**src/rtl/wb_line_arbiter_pkg.sv**
```systemverilog
// Shared types and line-bus widths for the two-master cache-line Wishbone arbiter.
package wb_line_arbiter_pkg;

    localparam int LINE_ADDR_W = 12;
    localparam int LINE_DATA_W = 128;
    localparam int LINE_SEL_W  = 16;

    typedef enum logic [1:0] {ARB_IDLE, ARB_GNT0, ARB_GNT1} arb_state_t;

endpackage

```
**src/rtl/wb_line_arbiter_if.sv**
```systemverilog
// One cache-line Wishbone link; master drives the cycle, slave returns ack/data.
interface wb_line_arbiter_if
    import wb_line_arbiter_pkg::*;
#(
    parameter int ADDR_W = LINE_ADDR_W,
    parameter int DATA_W = LINE_DATA_W,
    parameter int SEL_W  = LINE_SEL_W
);
    logic              cyc;
    logic              stb;
    logic              we;
    logic [ADDR_W-1:0] adr;
    logic [DATA_W-1:0] dat_m;
    logic [SEL_W-1:0]  sel;
    logic              ack;
    logic [DATA_W-1:0] dat_s;

    modport master (output cyc, stb, we, adr, dat_m, sel, input  ack, dat_s);
    modport slave  (input  cyc, stb, we, adr, dat_m, sel, output ack, dat_s);
endinterface

```
**src/rtl/wb_line_arbiter_rr_pick.sv**
```systemverilog
// Two-way round-robin picker: on a tie the master that was not granted last wins.
module wb_rr_pick (
    input  logic [1:0] i_req,
    input  logic       i_last,
    output logic       o_valid,
    output logic       o_pick
);
    assign o_valid = |i_req;
    assign o_pick  = (&i_req) ? ~i_last : i_req[1];
endmodule

```
**src/rtl/wb_line_arbiter.sv**
```systemverilog
// Merges I-cache (m0) and D-cache (m1) line masters onto one memory port,
// one line transaction per grant with an idle cycle between grants.
module wb_line_arbiter
    import wb_line_arbiter_pkg::*;
#(
    parameter int ADDR_W = LINE_ADDR_W,
    parameter int DATA_W = LINE_DATA_W,
    parameter int SEL_W  = LINE_SEL_W
) (
    input  logic          clk,
    input  logic          rst_n,
    wb_line_arbiter_if.slave  m0,
    wb_line_arbiter_if.slave  m1,
    wb_line_arbiter_if.master s
);
    arb_state_t        r_state, w_state_nxt;
    logic              r_last, w_last_nxt;
    logic [1:0]        w_req;
    logic              w_pick_vld, w_pick;
    logic [ADDR_W-1:0] w_adr;
    logic [DATA_W-1:0] w_dat_m, w_dat_s;
    logic [SEL_W-1:0]  w_sel;

    assign w_req   = {m1.cyc & m1.stb, m0.cyc & m0.stb};
    assign w_dat_s = s.dat_s;

    wb_rr_pick u_pick (
        .i_req   (w_req),
        .i_last  (r_last),
        .o_valid (w_pick_vld),
        .o_pick  (w_pick)
    );

    // r_last resets to 1 so master 0 wins the first tie.
    always_ff @(posedge clk or negedge rst_n) begin
        if (!rst_n) begin
            r_state <= ARB_IDLE;
            r_last  <= 1'b1;
        end else begin
            r_state <= w_state_nxt;
            r_last  <= w_last_nxt;
        end
    end

    // A grant ends on the memory ack or when the owner drops cyc (abort).
    always_comb begin
        w_state_nxt = r_state;
        w_last_nxt  = r_last;
        case (r_state)
            ARB_IDLE: if (w_pick_vld) begin
                w_state_nxt = w_pick ? ARB_GNT1 : ARB_GNT0;
                w_last_nxt  = w_pick;
            end
            ARB_GNT0: if (s.ack || !m0.cyc) w_state_nxt = ARB_IDLE;
            ARB_GNT1: if (s.ack || !m1.cyc) w_state_nxt = ARB_IDLE;
            default:  w_state_nxt = ARB_IDLE;
        endcase
    end

    // Granted master's fields pass through unlatched; idle drives everything to 0.
    always_comb begin
        s.cyc    = 1'b0;
        s.stb    = 1'b0;
        s.we     = 1'b0;
        w_adr    = '0;
        w_dat_m  = '0;
        w_sel    = '0;
        m0.ack   = 1'b0;
        m0.dat_s = '0;
        m1.ack   = 1'b0;
        m1.dat_s = '0;
        case (r_state)
            ARB_GNT0: begin
                s.cyc    = m0.cyc;
                s.stb    = m0.stb;
                s.we     = m0.we;
                w_adr    = m0.adr;
                w_dat_m  = m0.dat_m;
                w_sel    = m0.sel;
                m0.ack   = s.ack;
                m0.dat_s = w_dat_s;
            end
            ARB_GNT1: begin
                s.cyc    = m1.cyc;
                s.stb    = m1.stb;
                s.we     = m1.we;
                w_adr    = m1.adr;
                w_dat_m  = m1.dat_m;
                w_sel    = m1.sel;
                m1.ack   = s.ack;
                m1.dat_s = w_dat_s;
            end
            default: ;
        endcase
        s.adr   = w_adr;
        s.dat_m = w_dat_m;
        s.sel   = w_sel;
    end
endmodule

```
**src/flat_wrapper.sv**
```systemverilog
// flat-port wrapper written by rule: the top's interface ports become plain ports
module wb_line_arbiter_flat import wb_line_arbiter_pkg::*;
#(
    parameter int ADDR_W = LINE_ADDR_W,
    parameter int DATA_W = LINE_DATA_W,
    parameter int SEL_W  = LINE_SEL_W
)
  (clk, rst_n, m0_cyc, m0_stb, m0_we, m0_adr, m0_dat_m, m0_sel, m0_ack, m0_dat_s, m1_cyc, m1_stb, m1_we, m1_adr, m1_dat_m, m1_sel, m1_ack, m1_dat_s, s_cyc, s_stb, s_we, s_adr, s_dat_m, s_sel, s_ack, s_dat_s);
  wb_line_arbiter_if #(.ADDR_W(ADDR_W), .DATA_W(DATA_W), .SEL_W(SEL_W)) m0_i ();
  wb_line_arbiter_if #(.ADDR_W(ADDR_W), .DATA_W(DATA_W), .SEL_W(SEL_W)) m1_i ();
  wb_line_arbiter_if #(.ADDR_W(ADDR_W), .DATA_W(DATA_W), .SEL_W(SEL_W)) s_i ();
  input  logic clk;
  input  logic rst_n;
  input wire logic [$bits(m0_i.cyc)-1:0] m0_cyc;
  input wire logic [$bits(m0_i.stb)-1:0] m0_stb;
  input wire logic [$bits(m0_i.we)-1:0] m0_we;
  input wire logic [$bits(m0_i.adr)-1:0] m0_adr;
  input wire logic [$bits(m0_i.dat_m)-1:0] m0_dat_m;
  input wire logic [$bits(m0_i.sel)-1:0] m0_sel;
  output wire logic [$bits(m0_i.ack)-1:0] m0_ack;
  output wire logic [$bits(m0_i.dat_s)-1:0] m0_dat_s;
  input wire logic [$bits(m1_i.cyc)-1:0] m1_cyc;
  input wire logic [$bits(m1_i.stb)-1:0] m1_stb;
  input wire logic [$bits(m1_i.we)-1:0] m1_we;
  input wire logic [$bits(m1_i.adr)-1:0] m1_adr;
  input wire logic [$bits(m1_i.dat_m)-1:0] m1_dat_m;
  input wire logic [$bits(m1_i.sel)-1:0] m1_sel;
  output wire logic [$bits(m1_i.ack)-1:0] m1_ack;
  output wire logic [$bits(m1_i.dat_s)-1:0] m1_dat_s;
  output wire logic [$bits(s_i.cyc)-1:0] s_cyc;
  output wire logic [$bits(s_i.stb)-1:0] s_stb;
  output wire logic [$bits(s_i.we)-1:0] s_we;
  output wire logic [$bits(s_i.adr)-1:0] s_adr;
  output wire logic [$bits(s_i.dat_m)-1:0] s_dat_m;
  output wire logic [$bits(s_i.sel)-1:0] s_sel;
  input wire logic [$bits(s_i.ack)-1:0] s_ack;
  input wire logic [$bits(s_i.dat_s)-1:0] s_dat_s;
  assign m0_i.cyc = m0_cyc;
  assign m0_i.stb = m0_stb;
  assign m0_i.we = m0_we;
  assign m0_i.adr = m0_adr;
  assign m0_i.dat_m = m0_dat_m;
  assign m0_i.sel = m0_sel;
  assign m0_ack = m0_i.ack;
  assign m0_dat_s = m0_i.dat_s;
  assign m1_i.cyc = m1_cyc;
  assign m1_i.stb = m1_stb;
  assign m1_i.we = m1_we;
  assign m1_i.adr = m1_adr;
  assign m1_i.dat_m = m1_dat_m;
  assign m1_i.sel = m1_sel;
  assign m1_ack = m1_i.ack;
  assign m1_dat_s = m1_i.dat_s;
  assign s_cyc = s_i.cyc;
  assign s_stb = s_i.stb;
  assign s_we = s_i.we;
  assign s_adr = s_i.adr;
  assign s_dat_m = s_i.dat_m;
  assign s_sel = s_i.sel;
  assign s_i.ack = s_ack;
  assign s_i.dat_s = s_dat_s;
  wb_line_arbiter #(.ADDR_W(ADDR_W), .DATA_W(DATA_W), .SEL_W(SEL_W)) u_core (.clk(clk), .rst_n(rst_n), .m0(m0_i), .m1(m1_i), .s(s_i));
endmodule
```
**config.mk**
```make
export PLATFORM = sky130hd
export DESIGN_NAME = wb_line_arbiter_flat
export DESIGN_NICKNAME = d
export VERILOG_FILES = /design/src/rtl/wb_line_arbiter_pkg.sv /design/src/rtl/wb_line_arbiter_if.sv /design/src/rtl/wb_line_arbiter_rr_pick.sv /design/src/rtl/wb_line_arbiter.sv /design/src/flat_wrapper.sv
export SDC_FILE = /design/constraint.sdc
export NUM_CORES = 1
export LEC_CHECK = 0
export BUFFER_PORTS_ARGS = -buffer_cell sky130_fd_sc_hd__buf_2
export CAP_MARGIN = 0
export CORE_AREA = 2 2 336 338
export DETAILED_ROUTE_END_ITERATION = 8
export DIE_AREA = 0 0 338 340
export PLACE_DENSITY = 0.32
export SYNTH_ARGS = -nofsm -noshare
export SYNTH_HDL_FRONTEND = slang
export SYNTH_SLANG_ARGS = --single-unit
```
**constraint.sdc**
```tcl
create_clock -name clk -period 1.9 [get_ports clk]
set_input_delay 0.285 -clock clk [delete_from_list [all_inputs] [get_ports clk]]
set_output_delay 0.285 -clock clk [all_outputs]
set_load 0.02 [all_outputs]
```
# Word level (Yosys, flattened, before mapping)

Index checks and enable logic that the tools add are counted.

Add/sub/neg operators: 0
Multiply operators: 0
Div/mod/pow operators: 0
Order comparisons: 0
Equal/unequal tests: 5
Shift-type cells: 0
Multiplexer cells: 16
Bitwise logic cells: 3
Reductions and logical operators: 9

Operators with widths:

| operator                                                         | number |
|---|---|
| 128-bit 2-to-1 mux                                               | 2 |
| 128-bit case mux with 2 select lines                             | 1 |
| 16-bit case mux with 2 select lines                              | 1 |
| 12-bit case mux with 2 select lines                              | 1 |
| 2-bit 2-to-1 mux                                                 | 4 |
| 1-bit case mux with 2 select lines                               | 3 |
| 2-bit case mux with 3 select lines                               | 1 |
| 2-bit by 1-bit != test with 1-bit output (second input constant) | 2 |
| 2-bit AND reduction                                              | 2 |
| 1-bit 2-to-1 mux                                                 | 3 |
| 3-bit AND reduction                                              | 1 |
| 1-bit AND                                                        | 2 |
| 2-bit by 1-bit == test with 1-bit output (second input constant) | 1 |
| 2-bit == test (second input constant)                            | 1 |
| 1-bit zero test                                                  | 2 |
| 2-bit zero test                                                  | 1 |
| 1-bit logical OR                                                 | 2 |
| 2-bit != test (second input constant)                            | 1 |
| 2-bit OR reduction                                               | 1 |
| 1-bit inverter                                                   | 1 |

Register bits after elaboration: 3
Latch bits: 0
Bits in writable memories: 0
Bits in read-only memories: 0
Memories kept: 0

# Depth between registers and ports, before layout

Gate-level depths: netlist of the first run.

Word-level depth: 6
Depth in mapped cells: 7
Mapped depth without buffers: 5

# Hierarchy

Synthesis of the first run repeated with hierarchy kept, for this count alone.

Cell total of the unflattened synthesis: 681
Area total of the unflattened synthesis: 4,483.0 um2

By module, submodules not included:

| module          | instances | cells each | area an instance (um2) | seq. area each (um2) |
|---|---|---|---|---|
| wb_line_arbiter | 1         | 679        | 4,469.3                | 76.3 |
| wb_rr_pick      | 1         | 2          | 13.8                   | 0.0 |

# Worst setup path after synthesis of the first run

Ideal clock, no wire load.

Path kind: register -> output
Start point: register u_core.r_state[0]
End point: output s_dat_m[118]
Arrival time: 1.460 ns
Data required time: 1.615 ns
Path slack: 0.155 ns
Stages on the path, launching flop included: 6
Path through: dfrtp_1 inv_1 ha_1 clkbuf_1 buf_2 nor2b_1

Word-level cells in the longest chain between the ends: 2

Ends and longest elaborated chain:

| what                                                                             | line                  | RTL |
|---|---|---|
| from (decl)                                                                      | wb_line_arbiter.sv:16 | `arb_state_t r_state, w_state_nxt;` |
| from (signal assigned)                                                           | wb_line_arbiter.sv:40 | `r_state <= w_state_nxt;` |
| 2-bit == test / 2-bit by 1-bit == test with 1-bit output (equally long branches) | wb_line_arbiter.sv:72 | `case (r_state)` |
| 128-bit case mux with 2 select lines (*)                                         | wb_line_arbiter.sv:72 |  |
| to (decl)                                                                        | flat_wrapper.sv:34    | `output wire logic [$bits(s_i.dat_m)-1:0] s_dat_m;` |

Every way passes the cells marked *; elsewhere a longest branch is shown, timed or not.

# Worst setup path in the final report of the first run

Start point: register u_core.r_state[0]
End point: output s_dat_m[106]

The elaborated chain is that of the path after synthesis.

==> results of run 1 <==
-- final cells by class --
cell class / instances / area [µm²]
timing repair buffer: 979 / 6680
sequential: 3 / 76.3
antenna: 15 / 37.5
clock buffer: 4 / 78.8
multi-input combinational: 592 / 4490
inverter: 2 / 7.51
tap: 1500 / 1880
fill: 13100 / 98300
-- logic make-up after synthesis --
group                      synth area share (%)
DFF                                        1.70
AOI/OAI and AO/OA                          27.7
buffers and inverters                      10.9
and+or+nand+nor                            58.8
adders and majority gates                 0.835
-- through the flow --
step                      util, %  worst slack [ps]  power, W  TNS (ps)  cell area (µm²)
after CTS                    11.4              -356    0.0199    -64500            12700
after global routing         11.8              -363    0.0218    -82850            13200
final                        11.9              -326    0.0204    -53350            13300
after detailed placement     10.2              -440    0.0167     -7620            11400
after floorplan                 -               155   0.00891         0             4500
after global placement       10.2              -419    0.0167     -7270            11400
-- worst paths after layout --
path                                                     from                            end  cells after the start
worst min-delay path                                   m1_stb      u_core.r_last$_DFFE_PN1P_                      3
min in group asynchronous                               rst_n  u_core.r_state[1]$_DFFE_PN0P_                      2
worst max register to register  u_core.r_state[0]$_DFFE_PN0P_  u_core.r_state[1]$_DFFE_PN0P_                      8
max in group asynchronous                               rst_n      u_core.r_last$_DFFE_PN1P_                      2
worst max-delay path            u_core.r_state[0]$_DFFE_PN0P_                   s_dat_m[106]                      7
worst min register to register      u_core.r_last$_DFFE_PN1P_      u_core.r_last$_DFFE_PN1P_                      2
-- flip-flops by register name, indices dropped and copies added (netlist names) --
name / cells
u_core.r_last: 1
u_core.r_state: 2
-- Yosys cell counts (all sizes together) --
cell type and count:
and3 1, and2 258, a22oi 159, dfstp 1
nor2b 159, nand2 3, o21ai 1, buf 52
inv 2, ha 3, nor2 2, o32ai 2
a2bb2oi 2, dfrtp 2, nand3 2, clkbuf 29
-- repair_timing --
item	4_1_cts	5_1_grt
setup endpoints to repair	411	416
endpoints found under the hold margin	2	0
gates resized for setup	229	123
pin swaps	14	9
cloned	9	4
hold buffers	1	0
buffers inserted	15	11
-- worst max-delay path, cell delays in order (launching register included) --
cell and delay (ps):
dfrtp_1 380, buf_4 150, ha_4 190, buf_16 180
buf_6 220, a22oi_2 260, nor2b_1 80, buf_4 170
-- power groups by stage --
stage	combinational, W	sequential [W]	clock, W
2_1_floorplan	0.00879	0.000119	0
3_3_place_gp	0.0166	0.000126	0
3_5_place_dp	0.0166	0.000126	0
4_1_cts	0.0194	0.000131	0.000333
5_1_grt	0.0213	0.000134	0.000341
6_report	0.0200	0.000130	0.000330
-- layer usage --
layer	part of all wire, %	vias up
met5	0.30	-
li1	-	4142
met3	9.2	118
met2	43	627
met4	0.91	36
met1	46	4339
==> impl_metrics.json, run 1 <==
{
  "status": "finished, violations left",
  "violations": "negative setup slack",
  "track_usage_pct": 12.7,
  "nNetsFinal": 2033,
  "drtIter0Drc": 390,
  "numCtsBuffers": 3,
  "grt_util_met3_pct": 3.63,
  "place.detailed.instances": 3042,
  "clock_sinks": 3,
  "ios": 866,
  "syn_nets": 1130,
  "synth.top_cell.area_share_pct": 35.9,
  "met1_usage_pct": 18.1,
  "antenna_found_initial": 84,
  "crit_arrival_ps": 1940,
  "critical_path.endpoint_type": "output pin",
  "ys_warn_count": 0,
  "synth.area.top_cells": "and2_1, a22oi_1, nor2b_1, buf_2, buf_6",
  "routed_wl_um": 78900,
  "start_util_pct": 4.03,
  "startpoint_type": "flop",
  "cts_tree": "yes",
  "powerDensity_nw_per_um2": 1540,
  "busiest_layer": "met2",
  "grtUsageMet2_pct": 20.0,
  "clock_skew_ps": 0.965,
  "viasPerCell": 2.99,
  "fin_cells": 3095,
  "hold_viol": 0,
  "period_minus_slack_ps": 2230,
  "ys_seq_area_share_pct": 1.70,
  "p_leak_nw": 6.30,
  "grt_pass1_wl_um": 95700,
  "r2r_slack_ps": 30,
  "grt_max_degree": 63,
  "grt_overflow": 0,
  "rows": 123,
  "cp.required_ps": 1620,
  "cts_buffer_depth": 2,
  "clkPwrFrac_pct": 1.6,
  "ys_types": 21,
  "p_int_w": 0.00934,
  "synth.avg_cell_area_um2": 6.63,
  "netlist_area_um2": 4500,
  "drcViolationCount": 0,
  "switchingPower_w": 0.0111,
  "fmax_ghz": 0.449,
  "cp_max_fo": 24,
  "holdWs_ps": 384,
  "max_slew.worst_pin.slew_ps": 530,
  "mostFrequentLayoutCell": "buf_2",
  "cts.clk_slew.worst_paths_ps": 30,
  "hpwl_um": 69900,
  "clk_latency_ps": 220,
  "grt_pass1_vias": 8791,
  "wl_per_cell_um": 25.5,
  "relSlewSlack_pct": 64.7,
  "drv_slew": 0,
  "hp-class": "in2reg",
  "p_seq_share_pct": 0.6,
  "swShare_pct": 54.3,
  "setup_viol": 400,
  "die_h_um": 340,
  "ant_nets": 0,
  "drtPass1Iterations": 4,
  "final_cell_mix": "buf_2, and2_1, buf_4, nor2b_1, a22oi_2",
  "layout-drive-gt1-share_pct": 70.1,
  "cap_violations": 0,
  "num_vias": 9262,
  "routabilityCongestion": 0.955,
  "pwr-share-comb_pct": 97.7,
  "crit_type": "reg2out",
  "h-tree-depth": 1,
  "vdd_drop_max_mv": 0.673,
  "core-area_um2": 112000,
  "syn2layout_area_growth_pct": 195,
  "layout_setup_ws_ps": -326,
  "synth_top_area_cell": "and2_1",
  "synth_cells": 678,
  "synth-seq-cells": 3,
  "numPortBuffers": 865,
  "die-area_um2": 115000,
  "chipWidth_um": 338,
  "period_share_pct": 117,
  "rsz0062_at_grt": "true",
  "cts-root-buf": "clkbuf_16"
}
Power figures use the tool's default switching activity.
==> run 2, diff against run 1 <==
==> constraint.sdc (replaced) <==
create_clock -name clk -period 1.9 [get_ports clk]
set_input_delay 0.285 -clock clk [delete_from_list [all_inputs] [get_ports clk]]
set_output_delay 0.285 -clock clk [all_outputs]
set_load 0.01 [all_outputs]
==> run 2 against run 1 <==
The flow still finishes with violations (negative setup slack). Core utilization is 0.83 points higher. Clock power is 3% higher. Clock skew is 0.55 ps higher. Wire length is 0.48% higher. Hold slack worse by 0.88 ps. First-iteration DRC count is 8.2% higher. Register-to-register slack better by 30 ps. Die area stayed put. Design area is 7.0% higher. Combinational power is 6% higher. Total power is 6.1% higher. Clock-buffer cell count stayed put. Critical path type unchanged. Critical endpoint is now s_dat_m[119].
==> impl_metrics.json, run 2 (synthesized netlist as in run 1, its figures left out) <==
{
  "switchingPower_w": 0.0102,
  "rows": 123,
  "layout_setup_ws_ps": -375,
  "p_seq_share_pct": 0.6,
  "ant_nets": 0,
  "grt_max_degree": 64,
  "chipWidth_um": 338,
  "die-area_um2": 115000,
  "clk_latency_ps": 230,
  "p_leak_nw": 6.77,
  "clkPwrFrac_pct": 1.6,
  "crit_slowest_cell": "a22oi_2",
  "h-tree-depth": 1,
  "hold_viol": 0,
  "largestRegisters": "u_core.r_state (2), u_core.r_last (1)",
  "nNetsFinal": 2064,
  "p_total_w": 0.0217,
  "max_slew.worst_pin.slew_ps": 657,
  "drv_slew": 0,
  "cts_buffer_depth": 2,
  "drtIter0Drc": 422,
  "layout-drive-gt1-share_pct": 74.1,
  "cts_tree": "yes",
  "swShare_pct": 47.1,
  "viasPerCell": 3.01,
  "grt_overflow": 0,
  "routabilityCongestion": 0.948,
  "syn2layout_area_growth_pct": 215,
  "vdd_drop_max_mv": 0.660,
  "violations": "negative setup slack",
  "pwr-share-comb_pct": 97.8,
  "cp_max_fo": 10,
  "startpoint_type": "flop",
  "cts.clk_slew.worst_paths_ps": 30,
  "ios": 866,
  "cp_cell_sequence": "buf_4, ha_4, buf_6, a22oi_2, nor2b_2, buf_12",
  "numCtsBuffers": 3,
  "max_stage_delay_ps": 520,
  "wl_per_cell_um": 25.3,
  "grt_pass1_wl_um": 92500,
  "die_h_um": 340,
  "mostFrequentLayoutCell": "buf_2",
  "n_fill_cell": 13000,
  "period_minus_slack_ps": 2280,
  "regMostFlops": "u_core.r_state",
  "drtPass1Iterations": 5,
  "cts-root-buf": "clkbuf_16",
  "relSlewSlack_pct": 56.2,
  "status": "finished, violations left",
  "start_util_pct": 4.03,
  "grt_pass1_vias": 8628,
  "antenna_found_initial": 71,
  "clock_skew_ps": 1.51,
  "hp-class": "in2reg",
  "period_share_pct": 120,
  "final_cell_mix": "buf_2, and2_1, buf_6, nor2b_1, a22oi_1",
  "setup_viol": 397,
  "clock_sinks": 3,
  "crit_type": "reg2out",
  "critical_path.endpoint_type": "output pin",
  "p_int_w": 0.0115,
  "drcViolationCount": 0,
  "holdWs_ps": 383,
  "crit_arrival_ps": 1990,
  "powerDensity_nw_per_um2": 1530,
  "numPortBuffers": 865,
  "finalSetupTns_ps": -65070,
  "core-area_um2": 112000,
  "track_usage_pct": 12.3,
  "hpwl_um": 67000,
  "fmax_ghz": 0.439,
  "cp.required_ps": 1620,
  "rsz0062_at_grt": "true",
  "routed_wl_um": 79200,
  "largest_reg_flops": 2,
  "cap_violations": 0,
  "num_vias": 9409
}
run 2: path summary, 6_finish.rpt:
kind	start	to	slack (ps)	depth (start not counted)
worst min-delay path	m1_cyc	u_core.r_last$_DFFE_PN1P_	380	3
min in group asynchronous	rst_n	u_core.r_state[0]$_DFFE_PN0P_	400	2
max in group asynchronous	rst_n	u_core.r_last$_DFFE_PN1P_	1300	2
worst max register to register	u_core.r_state[1]$_DFFE_PN0P_	u_core.r_state[1]$_DFFE_PN0P_	60	8
worst min register to register	u_core.r_last$_DFFE_PN1P_	u_core.r_last$_DFFE_PN1P_	500	2
worst max-delay path	u_core.r_state[1]$_DFFE_PN0P_	s_dat_m[119]	-380	6
run 2: worst max-delay path: cells and delay by family, from the launching register on:
| kind | cells | cell delay (ps) |
|---|---|---|
| compound gates | 1 | 520 |
| buf+inv | 3 | 490 |
| flops | 1 | 390 |
| fa+ha+maj | 1 | 210 |
| simple gates | 1 | 130 |
run 2: power by group through the flow:
| stage | Sequential, W | Clock (W) | Combinational (W) |
|---|---|---|---|
| after detailed placement | 0.000131 | 0 | 0.0144 |
| final | 0.000135 | 0.000339 | 0.0212 |
| after floorplan | 0.000119 | 0 | 0.00692 |
| after global routing | 0.000139 | 0.000349 | 0.0226 |
| after global placement | 0.000132 | 0 | 0.0145 |
| after CTS | 0.000133 | 0.000339 | 0.0172 |
run 2: timing repair:
| item | CTS | global route |
|---|---|---|
| cloned | 13 | 18 |
| gates resized for setup | 145 | 308 |
| endpoints found under the hold margin | 2 | 0 |
| pin swaps | 10 | 10 |
| setup endpoints to repair | 418 | 418 |
| hold buffers | 1 | 0 |
| buffers inserted | 16 | 22 |
run 2: cell type report:
| type | instances | area (µm²) | share of cell area (%) |
|---|---|---|---|
| Inverter | 2 | 7.51 | 0.0530 |
| Tap cell | 1500 | 1880 | 13.2 |
| Antenna cell | 15 | 37.5 | 0.265 |
| Clock buffer | 4 | 78.8 | 0.556 |
| Timing Repair Buffer | 1010 | 7430 | 52.4 |
| Sequential cell | 3 | 76.3 | 0.538 |
| Multi-Input combinational cell | 592 | 4670 | 32.9 |
run 2: per-layer routing:
metal | wire, µm | part of all wire (%) | track usage [%] | up-vias
met5 | 102 | 0.13 | 0 | -
met4 | 1830 | 2.3 | 1.13 | 14
met3 | 7400 | 9.3 | 3.47 | 131
met2 | 33700 | 43 | 19.2 | 665
met1 | 36200 | 46 | 17.3 | 4396
li1 | - | - | - | 4203
run 2: stage by stage:
stage,instances,worst slack (ps),area (µm²),util (%)
detailed placement,3041,-442,11200,10.0
floorplan,678,283,4500,-
CTS,3074,-305,12300,11.1
finish,3126,-375,14200,12.7
global route,3114,-332,14100,12.7
global placement,3041,-400,11200,10.0
